[src/rtl/spi_pkg.sv]
// Shared constants, FSM state encoding and helpers for the SPI loopback tester.
// Defaults describe the on-board 13-bit SPI pair.
package spi_pkg;

    localparam int          WIDTH_DEF   = 13;
    localparam logic [12:0] SEED_DEF    = 13'h1dad;
    localparam logic [12:0] TAPS_DEF    = 13'h100d;
    localparam int          TIMEOUT_DEF = 65535;
    localparam logic [15:0] CNT_MAX     = 16'hffff;

    typedef enum logic [2:0] {
        IDLE    = 3'd0,
        START   = 3'd1,
        WAIT_LO = 3'd2,
        WAIT_HI = 3'd3,
        CHECK   = 3'd4,
        ADVANCE = 3'd5
    } state_e;

    // Statistics counters stick at all-ones instead of wrapping.
    function automatic logic [15:0] sat_inc16(input logic [15:0] v);
        if (v == CNT_MAX) begin
            return v;
        end else begin
            return v + 16'd1;
        end
    endfunction

endpackage

[src/rtl/lfsr_gen.sv]
// Fibonacci LFSR producing the master transmit pattern.
// An all-zero seed would lock up the register, so it is replaced by 1.
module lfsr_gen
    import spi_pkg::*;
#(
    parameter int               WIDTH = WIDTH_DEF,
    parameter logic [WIDTH-1:0] SEED  = WIDTH'(SEED_DEF),
    parameter logic [WIDTH-1:0] TAPS  = WIDTH'(TAPS_DEF)
) (
    input  logic             clk,
    input  logic             rst_n,
    input  logic             clr,
    input  logic             step,
    output logic [WIDTH-1:0] q
);

    localparam logic [WIDTH-1:0] SEED_EFF = (SEED == '0) ? WIDTH'(1) : SEED;

    function automatic logic [WIDTH-1:0] lfsr_next(input logic [WIDTH-1:0] cur);
        return {cur[WIDTH-2:0], ^(cur & TAPS)};
    endfunction

    // LFSR register: reload on reset/clear, shift once per step request.
    always_ff @(posedge clk or negedge rst_n) begin
        if (!rst_n) begin
            q <= SEED_EFF;
        end else if (clr) begin
            q <= SEED_EFF;
        end else if (step) begin
            q <= lfsr_next(q);
        end else begin
            q <= q;
        end
    end

endmodule

[src/rtl/spi_loopback_tester.sv]
// Traffic source and checker for the SPI master/slave loopback: launches frames,
// compares the received words against the sent pattern and keeps statistics.
module spi_loopback_tester
    import spi_pkg::*;
#(
    parameter int               WIDTH   = WIDTH_DEF,
    parameter logic [WIDTH-1:0] SEED    = WIDTH'(SEED_DEF),
    parameter logic [WIDTH-1:0] TAPS    = WIDTH'(TAPS_DEF),
    parameter int               TIMEOUT = TIMEOUT_DEF
) (
    input  logic             clk,
    input  logic             rst_n,
    input  logic             clr,
    input  logic             run,
    input  logic             ce,
    input  logic             load,
    input  logic [WIDTH-1:0] mrx_dat,
    input  logic [WIDTH-1:0] srx_dat,
    output logic             st,
    output logic [WIDTH-1:0] mtx_dat,
    output logic [WIDTH-1:0] stx_dat,
    output logic [15:0]      pass_cnt,
    output logic [15:0]      fail_cnt,
    output logic             err,
    output logic             tmo,
    output logic             busy
);

    localparam int            TW       = $clog2(TIMEOUT + 1);
    localparam logic [TW-1:0] TMO_LAST = TW'(TIMEOUT - 1);

    state_e          state_r;
    state_e          state_nxt_s;
    logic [TW-1:0]   wait_cnt_r;
    logic            st_r;
    logic            busy_r;
    logic [15:0]     pass_cnt_r;
    logic [15:0]     fail_cnt_r;
    logic            err_r;
    logic            tmo_r;

    logic            cnt_clr_s;
    logic            in_wait_s;
    logic            rec_pass_s;
    logic            rec_fail_s;
    logic            rec_tmo_s;
    logic            step_s;
    logic            match_s;
    logic            wait_expired_s;
    logic [WIDTH-1:0] lfsr_q_s;

    lfsr_gen #(
        .WIDTH (WIDTH),
        .SEED  (SEED),
        .TAPS  (TAPS)
    ) u_lfsr (
        .clk   (clk),
        .rst_n (rst_n),
        .clr   (clr),
        .step  (step_s),
        .q     (lfsr_q_s)
    );

    assign mtx_dat  = lfsr_q_s;
    assign stx_dat  = ~lfsr_q_s;
    assign st       = st_r;
    assign busy     = busy_r;
    assign pass_cnt = pass_cnt_r;
    assign fail_cnt = fail_cnt_r;
    assign err      = err_r;
    assign tmo      = tmo_r;

    // Ideal loopback: each side receives exactly what the other side sent.
    assign match_s        = (mrx_dat == stx_dat) && (srx_dat == mtx_dat);
    assign wait_expired_s = (wait_cnt_r == TMO_LAST);

    // Next-state logic plus the one-cycle event strobes for counters and LFSR.
    always_comb begin
        state_nxt_s = state_r;
        cnt_clr_s   = 1'b0;
        in_wait_s   = 1'b0;
        rec_pass_s  = 1'b0;
        rec_fail_s  = 1'b0;
        rec_tmo_s   = 1'b0;
        step_s      = 1'b0;
        case (state_r)
            IDLE: begin
                if (ce && run) begin
                    state_nxt_s = START;
                end else begin
                    state_nxt_s = IDLE;
                end
            end
            START: begin
                state_nxt_s = WAIT_LO;
                cnt_clr_s   = 1'b1;
            end
            WAIT_LO: begin
                in_wait_s = 1'b1;
                if (!load) begin
                    state_nxt_s = WAIT_HI;
                    cnt_clr_s   = 1'b1;
                end else if (wait_expired_s) begin
                    state_nxt_s = ADVANCE;
                    rec_fail_s  = 1'b1;
                    rec_tmo_s   = 1'b1;
                end else begin
                    state_nxt_s = WAIT_LO;
                end
            end
            WAIT_HI: begin
                in_wait_s = 1'b1;
                if (load) begin
                    state_nxt_s = CHECK;
                end else if (wait_expired_s) begin
                    state_nxt_s = ADVANCE;
                    rec_fail_s  = 1'b1;
                    rec_tmo_s   = 1'b1;
                end else begin
                    state_nxt_s = WAIT_HI;
                end
            end
            CHECK: begin
                state_nxt_s = ADVANCE;
                if (match_s) begin
                    rec_pass_s = 1'b1;
                end else begin
                    rec_fail_s = 1'b1;
                end
            end
            ADVANCE: begin
                state_nxt_s = IDLE;
                step_s      = 1'b1;
            end
            default: begin
                state_nxt_s = IDLE;
            end
        endcase
    end

    // FSM state, start pulse, busy flag and the per-wait-state timeout counter.
    always_ff @(posedge clk or negedge rst_n) begin
        if (!rst_n) begin
            state_r    <= IDLE;
            st_r       <= 1'b0;
            busy_r     <= 1'b0;
            wait_cnt_r <= '0;
        end else if (clr) begin
            state_r    <= IDLE;
            st_r       <= 1'b0;
            busy_r     <= 1'b0;
            wait_cnt_r <= '0;
        end else begin
            state_r <= state_nxt_s;
            st_r    <= (state_nxt_s == START);
            busy_r  <= (state_nxt_s != IDLE);
            if (cnt_clr_s) begin
                wait_cnt_r <= '0;
            end else if (in_wait_s) begin
                wait_cnt_r <= wait_cnt_r + TW'(1);
            end else begin
                wait_cnt_r <= wait_cnt_r;
            end
        end
    end

    // Pass/fail statistics and sticky error flags.
    always_ff @(posedge clk or negedge rst_n) begin
        if (!rst_n) begin
            pass_cnt_r <= 16'd0;
            fail_cnt_r <= 16'd0;
            err_r      <= 1'b0;
            tmo_r      <= 1'b0;
        end else if (clr) begin
            pass_cnt_r <= 16'd0;
            fail_cnt_r <= 16'd0;
            err_r      <= 1'b0;
            tmo_r      <= 1'b0;
        end else begin
            if (rec_pass_s) begin
                pass_cnt_r <= sat_inc16(pass_cnt_r);
            end else begin
                pass_cnt_r <= pass_cnt_r;
            end
            if (rec_fail_s) begin
                fail_cnt_r <= sat_inc16(fail_cnt_r);
                err_r      <= 1'b1;
            end else begin
                fail_cnt_r <= fail_cnt_r;
                err_r      <= err_r;
            end
            if (rec_tmo_s) begin
                tmo_r <= 1'b1;
            end else begin
                tmo_r <= tmo_r;
            end
        end
    end

endmodule

[config.mk]
export PLATFORM = sky130hd
export DESIGN_NAME = spi_loopback_tester
export DESIGN_NICKNAME = d
export VERILOG_FILES = /design/src/rtl/spi_pkg.sv /design/src/rtl/lfsr_gen.sv /design/src/rtl/spi_loopback_tester.sv
export SDC_FILE = /design/constraint.sdc
export NUM_CORES = 1
export LEC_CHECK = 0
export ABC_AREA = 1
export CORE_AREA = 2 2 125 127
export DETAILED_ROUTE_END_ITERATION = 8
export DIE_AREA = 0 0 127 129
export HOLD_SLACK_MARGIN = 0.1
export PLACE_DENSITY = 0.56
export SLEW_MARGIN = 20
export SYNTH_ARGS = -nofsm -noshare
export SYNTH_HDL_FRONTEND = slang
export SYNTH_HIERARCHICAL = 1
export SYNTH_SLANG_ARGS = --single-unit
[constraint.sdc]
create_clock -name clk -period 4.1 [get_ports clk]
set_input_delay 0.41 -clock clk [delete_from_list [all_inputs] [get_ports clk]]
set_output_delay 0.41 -clock clk [all_outputs]
set_load 0.02 [all_outputs]
* Word-level counts from Yosys, hierarchy flattened
Index checks and enable logic that the tools add are counted.
Word-level totals: logic and storage cells 75, bits of input ports 32, register bits 68
Cells by class: bitwise operators 1, mux-type cells 36, add/sub/neg operators 3, reduce and logical (&&, ||, !) cells 13, equal/unequal tests 13
Operators with widths (number):
- 16-bit two-way mux | 9
- 16-bit by 1-bit adder with 16-bit output (second input constant) | 3
- 16-bit == test (second input constant) | 3
- 13-bit == test | 2
- 13-bit two-way mux | 2
- 1-bit two-way mux | 16
- 3-bit two-way mux | 5
- 3-bit one-hot mux with 5 select lines | 1
- 13-bit NOT | 1
- 13-bit XOR reduction | 1
- 2-bit nonzero test | 4
- 3-bit by 1-bit == test with 1-bit output (second input constant) | 2
- 3-bit by 2-bit == test with 1-bit output (second input constant) | 2
- 3-bit == test (second input constant) | 2
- 3-bit nonzero test | 2
- 2-bit inequality test (second input constant) | 2
- 1-bit one-hot mux with 2 select lines | 2
- 2-bit AND reduction | 2
- 3-bit logical NOT | 1
- 1-bit one-hot mux with 3 select lines | 1
- 1-bit logical AND | 2
- 2-bit OR reduction | 1

* Logic depth before layout (Yosys ltp)
Gate-level depths: netlist (run 1).
depth after elaboration 7, depth in mapped cells 13

* Modules after synthesis
The synthesis (run 1) kept the hierarchy.
By module, submodules not included:
- spi_loopback_tester | cells an instance 552, times used 1, area an instance 3839.9 um^2
- lfsr_gen | cells an instance 60, times used 1, area an instance 570.5 um^2

* Worst setup path after synthesis (run 1)
No wires, ideal clock.
path type register -> register, from register pass_cnt_r[0] (netlist: pass_cnt[0]), to register pass_cnt_r[6] (netlist: pass_cnt[6]), path buffers 1, slack 2.199 ns, data arrival time 1.784 ns, library setup time 0.117 ns, clock period less this slack 1.901 ns, stages on the path, launching flop included 14, path through dfrtp_1 -> ha_1 -> nand2_1 -> inv_2 -> nand2_2 -> nor2_4 -> nand4_2 -> nor3_2 -> nand2_2 -> nand2_4 -> nand2_4 -> buf_6 -> nand2_1 -> nand2_1
On the way: word-level cells in the longest chain between the ends 4, elaborated cells on any way between the ends 7
RTL lines:
- start: declaration | RTL line spi_loopback_tester.sv:37 | logic [15:0] pass_cnt_r;
- start signal: assignment | RTL line spi_loopback_tester.sv:181 | pass_cnt_r <= sat_inc16(pass_cnt_r);
- start signal: assignment | RTL line spi_loopback_tester.sv:183 | pass_cnt_r <= pass_cnt_r;
- 16-bit by 1-bit adder with 16-bit output | RTL line spi_pkg.sv:25 | return v + 16'd1;
- 16-bit two-way mux | RTL line spi_pkg.sv:22 | if (v == CNT_MAX) begin
- 16-bit two-way mux | RTL line spi_loopback_tester.sv:180 | if (rec_pass_s) begin
- 16-bit two-way mux | RTL line spi_loopback_tester.sv:174 | end else if (clr) begin
Several ways; a longest one is shown, not always the timed one. The select of a mux whose other input is x is not followed. A chain may end at the register's enable or synchronous reset.

* Final worst setup path (run 1)
from input port clr, to register fail_cnt_r[1] (netlist: fail_cnt[1])
On the way: word-level cells in the longest chain between the ends 2, elaborated cells on any way between the ends 4
RTL lines:
- start: declaration | RTL line spi_loopback_tester.sv:13 | input logic clr,
- 2-bit inequality test (no line) / 2-bit nonzero test (equally long branches)
- 2-bit AND reduction (no line)
- end signal: assignment | RTL line spi_loopback_tester.sv:186 | fail_cnt_r <= sat_inc16(fail_cnt_r);
- end signal: assignment | RTL line spi_loopback_tester.sv:189 | fail_cnt_r <= fail_cnt_r;
- end: declaration | RTL line spi_loopback_tester.sv:38 | logic [15:0] fail_cnt_r;
Several ways; a longest one is shown, not always the timed one.

==> out/results.ini, run 1 <==
[sta]
period_share_pct=58.3
rsz0062_at_grt=no
max_freq_mhz=418
tightestPinTransition_ns=0.719
slew_viol_final=0
finalSetupViolations=0
fin_setup_tns_ns=0
relSlewSlack_pct=51.7
hold_violations=0
period_minus_slack_ns=2.39
clock_skew_ns=0.00543

[floorplanning]
num_io_pins=94
dieArea_um2=16400
die_h_um=129
die_w_um=127
coreArea_um2=15000
initial_core_util_pct=29.4
num_rows=45

[routing]
vias=4246
avgRoutedWirePerCell_um=12.9
drc=0
wl_mm=11.6
via_per_inst=4.72
drtAntennaViolNets=0
dr.pass1.iters=8
first_iter_violations=241

[global_route]
grt_usage_pct=14.2
grt_antenna_before_repair=0
grt_pass1_vias=3929
grt_max_degree=45
grt_pass1_wl_mm=19.2
grt_overflow_total=0

[synth]
synthXorXnorAreaFrac_pct=6.16
synth_compound_area_share_pct=7.12
synth_edf_count=0
synth-simple-area-share_pct=37.5
syn-cell-area_um2=4410
ys.flop_type=dfrtp_1
synth_top_family_by_area=simple AND/OR/NAND/NOR gates
synth_top_cells_by_area=dfrtp_1, nand2_1, inv_1
synth-seq-area-share_pct=38.8
synthArstFlopShare_pct=100
yosys_warnings=6
synthCells=612
synth_adder_area_share_pct=1.13
syn_avg_cell_area_um2=7.21
ys_seq_elements=68
synth_top_area_share_pct=33.5
synth_top_area_cell=dfrtp_1
syn_nets=648
synthMuxAreaShare_pct=0
ys_types=41

[worst_setup_path]
regToRegEndpoint=fail_cnt[1]
cp.required_ns=4.35
r2r_start=u_lfsr/q[3]
critPathKind=in -> reg
cp-start-kind=input port
rrSetupSlack_ns=1.91
end_kind=flop
critical_path.max_fanout=34
reg2reg_depth=12
arrival_ns=2.64

[clock_tree]
cts_root_buffer=clkbuf_16
cts_tree=yes
cts_setup_buffers=0
ctsHtreeMaxLevel=3
clk_latency_ns=0.32
cts_hold_buf=0
numCtsBuffers=9
cts_sinks=68
clk_path_buf_depth=2
cts_resized=0
clk_pin_slew_ns=0.05

[cells_and_area]
syn2layout_area_growth_pct=31.3
drive_above_1_share_pct=10.1
fillers=1530
nets=742
multiInputGateArea_um2=2290
final_area_um2=5790
seq_area_um2=1710
n_antenna_cell=0

[pwr]
power_frac_comb_pct=10.5
p_int_mw=1.18
clockPowerShare_pct=45.2
netSwitchingPower_uw=377
seq_power_share_pct=44.2
p_sw_share_pct=24.2
power_density_nw_per_um2=270
p_leak_nw=2.84
ir_drop_mv=0.139

[placed_design]
placed_area_um2=5520
io_buffers=93
hpwl_mm=8.52
place_congestion=0.845

[hold_path]
min_path_type=in -> async

[outcome]
outcome=finished clean

[flow_run]
drv_cap=0

## layer usage
layer | up-vias | track usage (%) | wire, µm
li1 | 2134 | - | -
met1 | 1954 | 19.7 | 5640
met2 | 147 | 23.2 | 5270
met3 | 11 | 2.29 | 647
met4 | 0 | 3.94 | 72
met5 | - | 0 | 0
## critical path, stage by stage
cell	delay, ns
clkdlybuf4s50_1	0.40
buf_4	0.26
inv_1	0.21
buf_4	0.35
nand4_2	0.47
nand2_4	0.36
nand2_1	0.08
nand2_1	0.07
## synthesized netlist by cell type, types with 9 or more instances
master	count
nand4_1	16
inv_1	73
xor2_1	27
nand3_1	44
dfstp_2	9
nand2_1	181
o21ai_0	15
dfrtp_1	59
a21oi_1	15
nor3_1	15
inv_2	15
nor2_1	62
nand2_2	9
## cell families after synthesis
| logic type | count (synthesis) |
|---|---|
| flip-flops | 68 |
| buffers and inverters | 101 |
| XOR/XNOR | 31 |
| AND/OR/NAND/NOR | 356 |
| AO/OA/AOI/OAI | 52 |
| adder cells (fa/ha/maj) | 4 |
## worst max path at each step
stage	start	endpoint	slack [ns]	depth (start not counted)
floorplan	pass_cnt[0]	pass_cnt[6]	2.20	13
global placement	clr	fail_cnt[5]	1.44	8
detailed placement	clr	fail_cnt[12]	1.39	8
CTS	clr	fail_cnt[13]	1.72	8
global route	clr	fail_cnt[8]	1.55	8
finish	clr	fail_cnt[1]	1.71	8
## area by class of cell
cell class                      count  area share [%]
Timing Repair Buffer               96            16.4
Sequential cell                    68            29.6
Clock buffer                       14            4.56
Clock inverter                      2           0.173
Inverter                           88            5.70
Multi-Input combinational cell    443            39.5
Tap cell                          188            4.06
## power by group through the flow
| stage | Clock, mW | Sequential (mW) | Combinational [mW] |
|---|---|---|---|
| 6_report | 0.706 | 0.691 | 0.164 |
| 5_1_grt | 0.757 | 0.691 | 0.183 |
| 4_1_cts | 0.723 | 0.691 | 0.165 |
| 3_5_place_dp | 0 | 0.702 | 0.164 |
| 3_3_place_gp | 0 | 0.701 | 0.163 |
| 2_1_floorplan | 0 | 0.706 | 0.0780 |
## layout by cell type (no fill, tap or decap), types with 8 or more instances in the layout
cell type        synthesis  routed
nand2_1                181     181
clkdlybuf4s50_1          0      92
inv_1                   73      73
nor2_1                  62      62
dfrtp_1                 59      59
nand3_1                 44      44
xor2_1                  27      27
nand4_1                 16      16
inv_2                   15      15
a21oi_1                 15      15
o21ai_0                 15      15
nor3_1                  15      15
nand2_2                  9       9
clkbuf_16                0       9
dfstp_2                  9       9
nor2_4                   8       8
a22oi_1                  8       8
## stage by stage
step,setup slack [ns],total power [mW],utilization [%],instances,hold WS (ns)
finish,1.71,1.56,38.7,899,0.0806
global route,1.55,1.63,38.7,899,0.121
CTS,1.72,1.58,38.7,899,0.294
detailed placement,1.39,0.866,36.8,883,0.453
global placement,1.44,0.864,36.8,883,0.446
floorplan,2.20,0.784,-,612,0.114
## sequential cells by signal, summed over array words and instances, names as in the netlist
signal      cells
tmo             1
state_r         3
busy            1
fail_cnt       16
err             1
st              1
pass_cnt       16
wait_cnt_r     16
u_lfsr/q       13
(Power assumes the default switching activity.)
==> run 2, diff against run 1 <==
clock period = 2.2 ns   (was 4.1 ns; I/O delays follow)
==> out/results.ini, run 2 (synthesis gave the netlist of run 1 again) <==
[outcome]
outcome=finished clean  ; unchanged

[global_route]
grt_pass1_wl_mm=19.6  ; was 19.2 mm
grt_usage_pct=14.7  ; was 14.2%
grt_antenna_before_repair=0  ; unchanged
grt_max_degree=33  ; was 45
grt_overflow_total=0  ; unchanged
grt_pass1_vias=4154  ; was 3929

[routing]
vias=4291  ; was 4246
avgRoutedWirePerCell_um=12.8  ; was 12.9 µm
dr.pass1.iters=4  ; was 8
drtAntennaViolNets=0  ; unchanged
first_iter_violations=242  ; was 241
via_per_inst=4.71  ; was 4.72
wl_mm=11.6  ; about the same
drc=0  ; unchanged

[worst_setup_path]
max_stage_delay_ns=0.61  ; was 0.47 ns
cp.required_ns=2.47  ; was 4.35 ns
cpMostUsedCell=nand2_1
critical_path.max_fanout=17  ; was 34
end_kind=flop  ; unchanged
critPathKind=reg -> reg  ; was in -> reg
path_buf_inv=2  ; was 4
worstPathCellList=inv_2 -> nand2_1 -> nand2_1 -> nor2_1 -> nand2_1 -> nor2_1 -> nand3_1 -> buf_4 -> nor2_4 -> nand2_8 -> nand2_8 -> nand2_1 -> nand2_1  ; was clkdlybuf4s50_1 -> buf_4 -> inv_1 -> buf_4 -> nand4_2 -> nand2_4 -> nand2_1 -> nand2_1
arrival_ns=2.26  ; was 2.64 ns
critical_path.top_delay_family=simple AND/OR/NAND/NOR gates  ; was buffers and inverters
cp-start-kind=flop  ; was input port
crit_slowest_cell=dfstp_2  ; was nand4_2

[cells_and_area]
fillers=1521  ; was 1530
n_antenna_cell=0  ; unchanged
nets=754  ; was 742
layout_common_cells=nand2_1, clkdlybuf4s50_1, inv_1, nor2_1, dfrtp_1  ; unchanged
syn2layout_area_growth_pct=34.3  ; was 31.3%
layout_commonest_cell=nand2_1  ; unchanged
final_area_um2=5920  ; was 5790 µm²
drive_above_1_share_pct=11.8  ; was 10.1%

[clock_tree]
cts_root_buffer=clkbuf_16  ; unchanged
cts_sinks=68  ; unchanged
cts_tree=yes  ; unchanged
clk_path_buf_depth=2  ; unchanged
numCtsBuffers=9  ; unchanged
ctsHtreeMaxLevel=3  ; unchanged
clk_latency_ns=0.33  ; was 0.32 ns
clk_pin_slew_ns=0.06  ; was 0.05 ns

[floorplanning]
dieArea_um2=16400  ; unchanged
die_h_um=129  ; unchanged
num_io_pins=94  ; unchanged
die_w_um=127  ; unchanged
coreArea_um2=15000  ; unchanged
num_rows=45  ; unchanged
initial_core_util_pct=29.4  ; unchanged

[pwr]
ir_drop_mv=0.384  ; was 0.139 mV
power_density_nw_per_um2=506  ; was 270 nW/µm²
p_leak_nw=2.90  ; was 2.84 nW

[sta]
tightestPinTransition_ns=0.669  ; was 0.719 ns
slew_viol_final=0  ; unchanged
finalSetupViolations=0  ; unchanged
period_minus_slack_ns=2.00
hold_violations=0  ; unchanged
relSlewSlack_pct=55.4  ; was 51.7%
clock_skew_ns=0.00581  ; was 0.00543 ns
max_freq_mhz=501
rsz0062_at_grt=no  ; unchanged
period_share_pct=90.7
fin_setup_tns_ns=0  ; unchanged

[hold_path]
min_path_type=reg -> reg  ; was in -> async

[flow_run]
drv_cap=0  ; unchanged

[placed_design]
io_buffers=93  ; unchanged
hpwl_mm=8.78  ; was 8.52 mm
placed_area_um2=5600  ; was 5520 µm²
place_congestion=0.804  ; was 0.845

## run 2: worst reg2reg max path, cell delays in order (launching register included)
cell and delay, ns:
dfstp_2 0.61, inv_2 0.07, nand2_1 0.06, nand2_1 0.05, nor2_1 0.10, nand2_1 0.06
nor2_1 0.14, nand3_1 0.15, buf_4 0.17, nor2_4 0.14, nand2_8 0.13, nand2_8 0.13
nand2_1 0.07, nand2_1 0.06
## run 2: through the flow
step / utilization, % / setup WS, ns / power (mW) / instances / hold slack, ns
CTS: 39.4 / 0.0979 / 3.03 / 910 / 0.463
detailed placement: 37.4 / 0.0119 / 1.62 / 893 / 0.294
finish: 39.6 / 0.205 / 3.00 / 911 / 0.459
global placement: 37.4 / 0.0839 / 1.62 / 893 / 0.287
floorplan: - / 0.299 / 1.46 / 612 / -0.0756
global route: 39.6 / 0.00680 / 3.14 / 911 / 0.472
## run 2: power by group
| part | total, mW | switching, mW | internal [mW] |
|---|---|---|---|
| Combinational | 0.315 | 0.189 | 0.126 |
| Sequential | 1.29 | 0.0176 | 1.27 |
| Clock | 1.40 | 0.527 | 0.872 |
## run 2: final cells by class
class / count / area (µm²) / area share, %
clock inverter: 5 / 52.6 / 0.887
multi-input combinational: 443 / 2310 / 38.9
clock buffer: 11 / 233 / 3.93
inverter: 88 / 330 / 5.58
timing repair buffer: 108 / 1050 / 17.8
sequential: 68 / 1710 / 28.9
tap: 188 / 235 / 3.97
## run 2: routing by layer
metal / track usage [%] / vias to the layer above / part of all wire, %
li1: - / 2165 / -
met1: 19.7 / 1993 / 47
met2: 23.9 / 120 / 46
met3: 3.41 / 13 / 5.7
met4: 4.33 / 0 / 1.1
met5: 0 / - / 0
## run 2: repair_timing
action                                 4_1_cts  5_1_grt
setup buffers                                0        1
setup endpoints to repair                    0       13
hold buffers                                 1        0
resized for setup                            0        3
endpoints found under the hold margin       25        0
## run 2: final timing paths
path | endpoint | cells past startpoint | slack, ns | start
worst min register to register | wait_cnt_r[3] | 1 | 0.46 | wait_cnt_r[3]
max in group asynchronous | u_lfsr/q[12] | 3 | 0.94 | rst_n
min in group asynchronous | fail_cnt[4] | 2 | 0.49 | rst_n
worst max register to register | pass_cnt[4] | 13 | 0.20 | u_lfsr/q[0]
worst max-delay path | pass_cnt[4] | 13 | 0.20 | u_lfsr/q[0]
worst min-delay path | wait_cnt_r[3] | 1 | 0.46 | wait_cnt_r[3]
==> run 3, diff against run 2 <==
CAP_MARGIN = 10   (was not set)
MAX_ROUTING_LAYER = met4   (was not set)
TNS_END_PERCENT = 10   (was not set)
==> out/results.ini, run 3 (synthesis gave the netlist of run 1 again) <==
[cells_and_area]
syn2layout_area_growth_pct=34.3  ; unchanged
nets=754  ; unchanged
drive_above_1_share_pct=11.8  ; unchanged
layout_common_cells=nand2_1, clkdlybuf4s50_1, inv_1, nor2_1, dfrtp_1  ; unchanged
final_cells=911  ; unchanged
n_antenna_cell=0  ; unchanged
layout_commonest_cell=nand2_1  ; unchanged
final_core_util_pct=39.6  ; unchanged

[routing]
first_iter_violations=254  ; was 242
wl_mm=11.7  ; was 11.6 mm
vias=4289  ; was 4291
dr.pass1.iters=4  ; unchanged
drc=0  ; unchanged
via_per_inst=4.71  ; about the same
avgRoutedWirePerCell_um=12.8  ; about the same
drtAntennaViolNets=0  ; unchanged

[flow_run]
drv_cap=0  ; unchanged

[floorplanning]
die_h_um=129  ; unchanged
num_rows=45  ; unchanged
initial_core_util_pct=29.4  ; unchanged
coreArea_um2=15000  ; unchanged
num_io_pins=94  ; unchanged
die_w_um=127  ; unchanged
dieArea_um2=16400  ; unchanged

[worst_setup_path]
crit_slowest_cell=dfstp_2  ; unchanged
cp.required_ns=2.47  ; about the same
critPathKind=reg -> reg  ; unchanged
arrival_ns=2.27  ; was 2.26 ns
worstPathCellList=inv_2 -> nand2_1 -> nand2_1 -> nor2_1 -> nand2_1 -> nor2_1 -> nand3_1 -> buf_4 -> nor2_4 -> nand2_8 -> nand2_8 -> nand2_1 -> nand2_1  ; unchanged
max_stage_delay_ns=0.61  ; about the same
critical_path.max_fanout=17  ; unchanged
cp-start-kind=flop  ; unchanged
end_kind=flop  ; unchanged
rrSetupSlack_ns=0.20  ; about the same
cpMostUsedCell=nand2_1  ; unchanged

[hold_path]
min_path_type=reg -> reg  ; unchanged

[global_route]
grt_overflow_total=0  ; unchanged
grt_pass1_wl_mm=19.6  ; about the same
grt_max_degree=33  ; unchanged
grt_antenna_before_repair=0  ; unchanged
grt_pass1_vias=4151  ; was 4154
grt_usage_pct=15.2  ; was 14.7%

[pwr]
netSwitchingPower_uw=731  ; was 733 µW
power_mw=3.00  ; about the same
seq_power_share_pct=42.9  ; about the same
clockPowerShare_pct=46.6  ; about the same
p_sw_share_pct=24.4  ; about the same
p_leak_nw=2.90  ; unchanged
ir_drop_mv=0.384  ; about the same
power_frac_comb_pct=10.5  ; about the same
p_int_mw=2.27  ; about the same
power_density_nw_per_um2=506  ; about the same

[clock_tree]
ctsHtreeMaxLevel=3  ; unchanged
cts_sinks=68  ; unchanged
cts_root_buffer=clkbuf_16  ; unchanged
clk_path_buf_depth=2  ; unchanged
numCtsBuffers=9  ; unchanged
clk_pin_slew_ns=0.06  ; about the same
cts_tree=yes  ; unchanged
clk_latency_ns=0.33  ; about the same

[placed_design]
io_buffers=93  ; unchanged
place_inst=893  ; unchanged
hpwl_mm=8.78  ; unchanged
place_congestion=0.816  ; was 0.804

[sta]
tightestPinTransition_ns=0.678  ; was 0.669 ns
whs_ns=0.458  ; was 0.459 ns
relSlewSlack_pct=54.8  ; was 55.4%
hold_violations=0  ; unchanged
period_share_pct=90.8  ; was 90.7%
period_minus_slack_ns=2.00  ; about the same
fin_setup_tns_ns=0  ; unchanged
rsz0062_at_grt=no  ; unchanged
max_freq_mhz=501  ; about the same
clock_skew_ns=0.00574  ; was 0.00581 ns
finalSetupViolations=0  ; unchanged
slew_viol_final=0  ; unchanged

[outcome]
outcome=finished clean  ; unchanged

run 3: area by class of cell:
| class | count | area, µm² |
|---|---|---|
| clock buffers | 11 | 233 |
| clock inverters | 5 | 52.6 |
| fillers | 1521 | 9050 |
| inverters | 88 | 330 |
| multi-input cells | 443 | 2310 |
| flip-flops and latches | 68 | 1710 |
| well taps | 188 | 235 |
| repair buffers | 108 | 1050 |
run 3: per-stage QoR:
stage / setup WS [ns] / area [µm²]
6_report: 0.202 / 5920
5_1_grt: 0.00698 / 5920
4_1_cts: 0.0979 / 5900
3_5_place_dp: 0.0119 / 5600
3_3_place_gp: 0.0839 / 5600
2_1_floorplan: 0.299 / 4410
run 3: final timing paths:
path                            cells after the start             to          start
worst max-delay path                               13    pass_cnt[4]    u_lfsr/q[0]
worst min-delay path                                1  wait_cnt_r[3]  wait_cnt_r[3]
worst max register to register                     13    pass_cnt[4]    u_lfsr/q[0]
worst min register to register                      1  wait_cnt_r[3]  wait_cnt_r[3]
max in group asynchronous                           3   u_lfsr/q[12]          rst_n
min in group asynchronous                           2    fail_cnt[4]          rst_n
run 3: power by group through the flow:
stage	Clock, mW	Sequential (mW)	Combinational, mW
6_report	1.40	1.29	0.315
5_1_grt	1.50	1.29	0.354
4_1_cts	1.43	1.29	0.318
3_5_place_dp	0	1.31	0.315
3_3_place_gp	0	1.31	0.312
2_1_floorplan	0	1.32	0.145
run 3: routing by layer:
layer  GRT usage [%]  up-vias  wire length [µm]
met4            4.33        0               115
met5               -        -                 0
met2            23.9      121              5450
met1            19.7     1991              5440
li1                -     2166                 -
met3            3.45       11               676
run 3: critical path, delay by kind of cell (launching register included):
family | cells | cell delay [ns]
simple gates | 11 | 1.09
flops | 1 | 0.61
buf+inv | 2 | 0.23
run 3: repair_timing:
| action | CTS | global route |
|---|---|---|
| endpoints found under the hold margin | 25 | 0 |
| setup buffers | 0 | 1 |
| setup endpoints to repair | 0 | 13 |
| hold buffers | 1 | 0 |
| resized for setup | 0 | 3 |
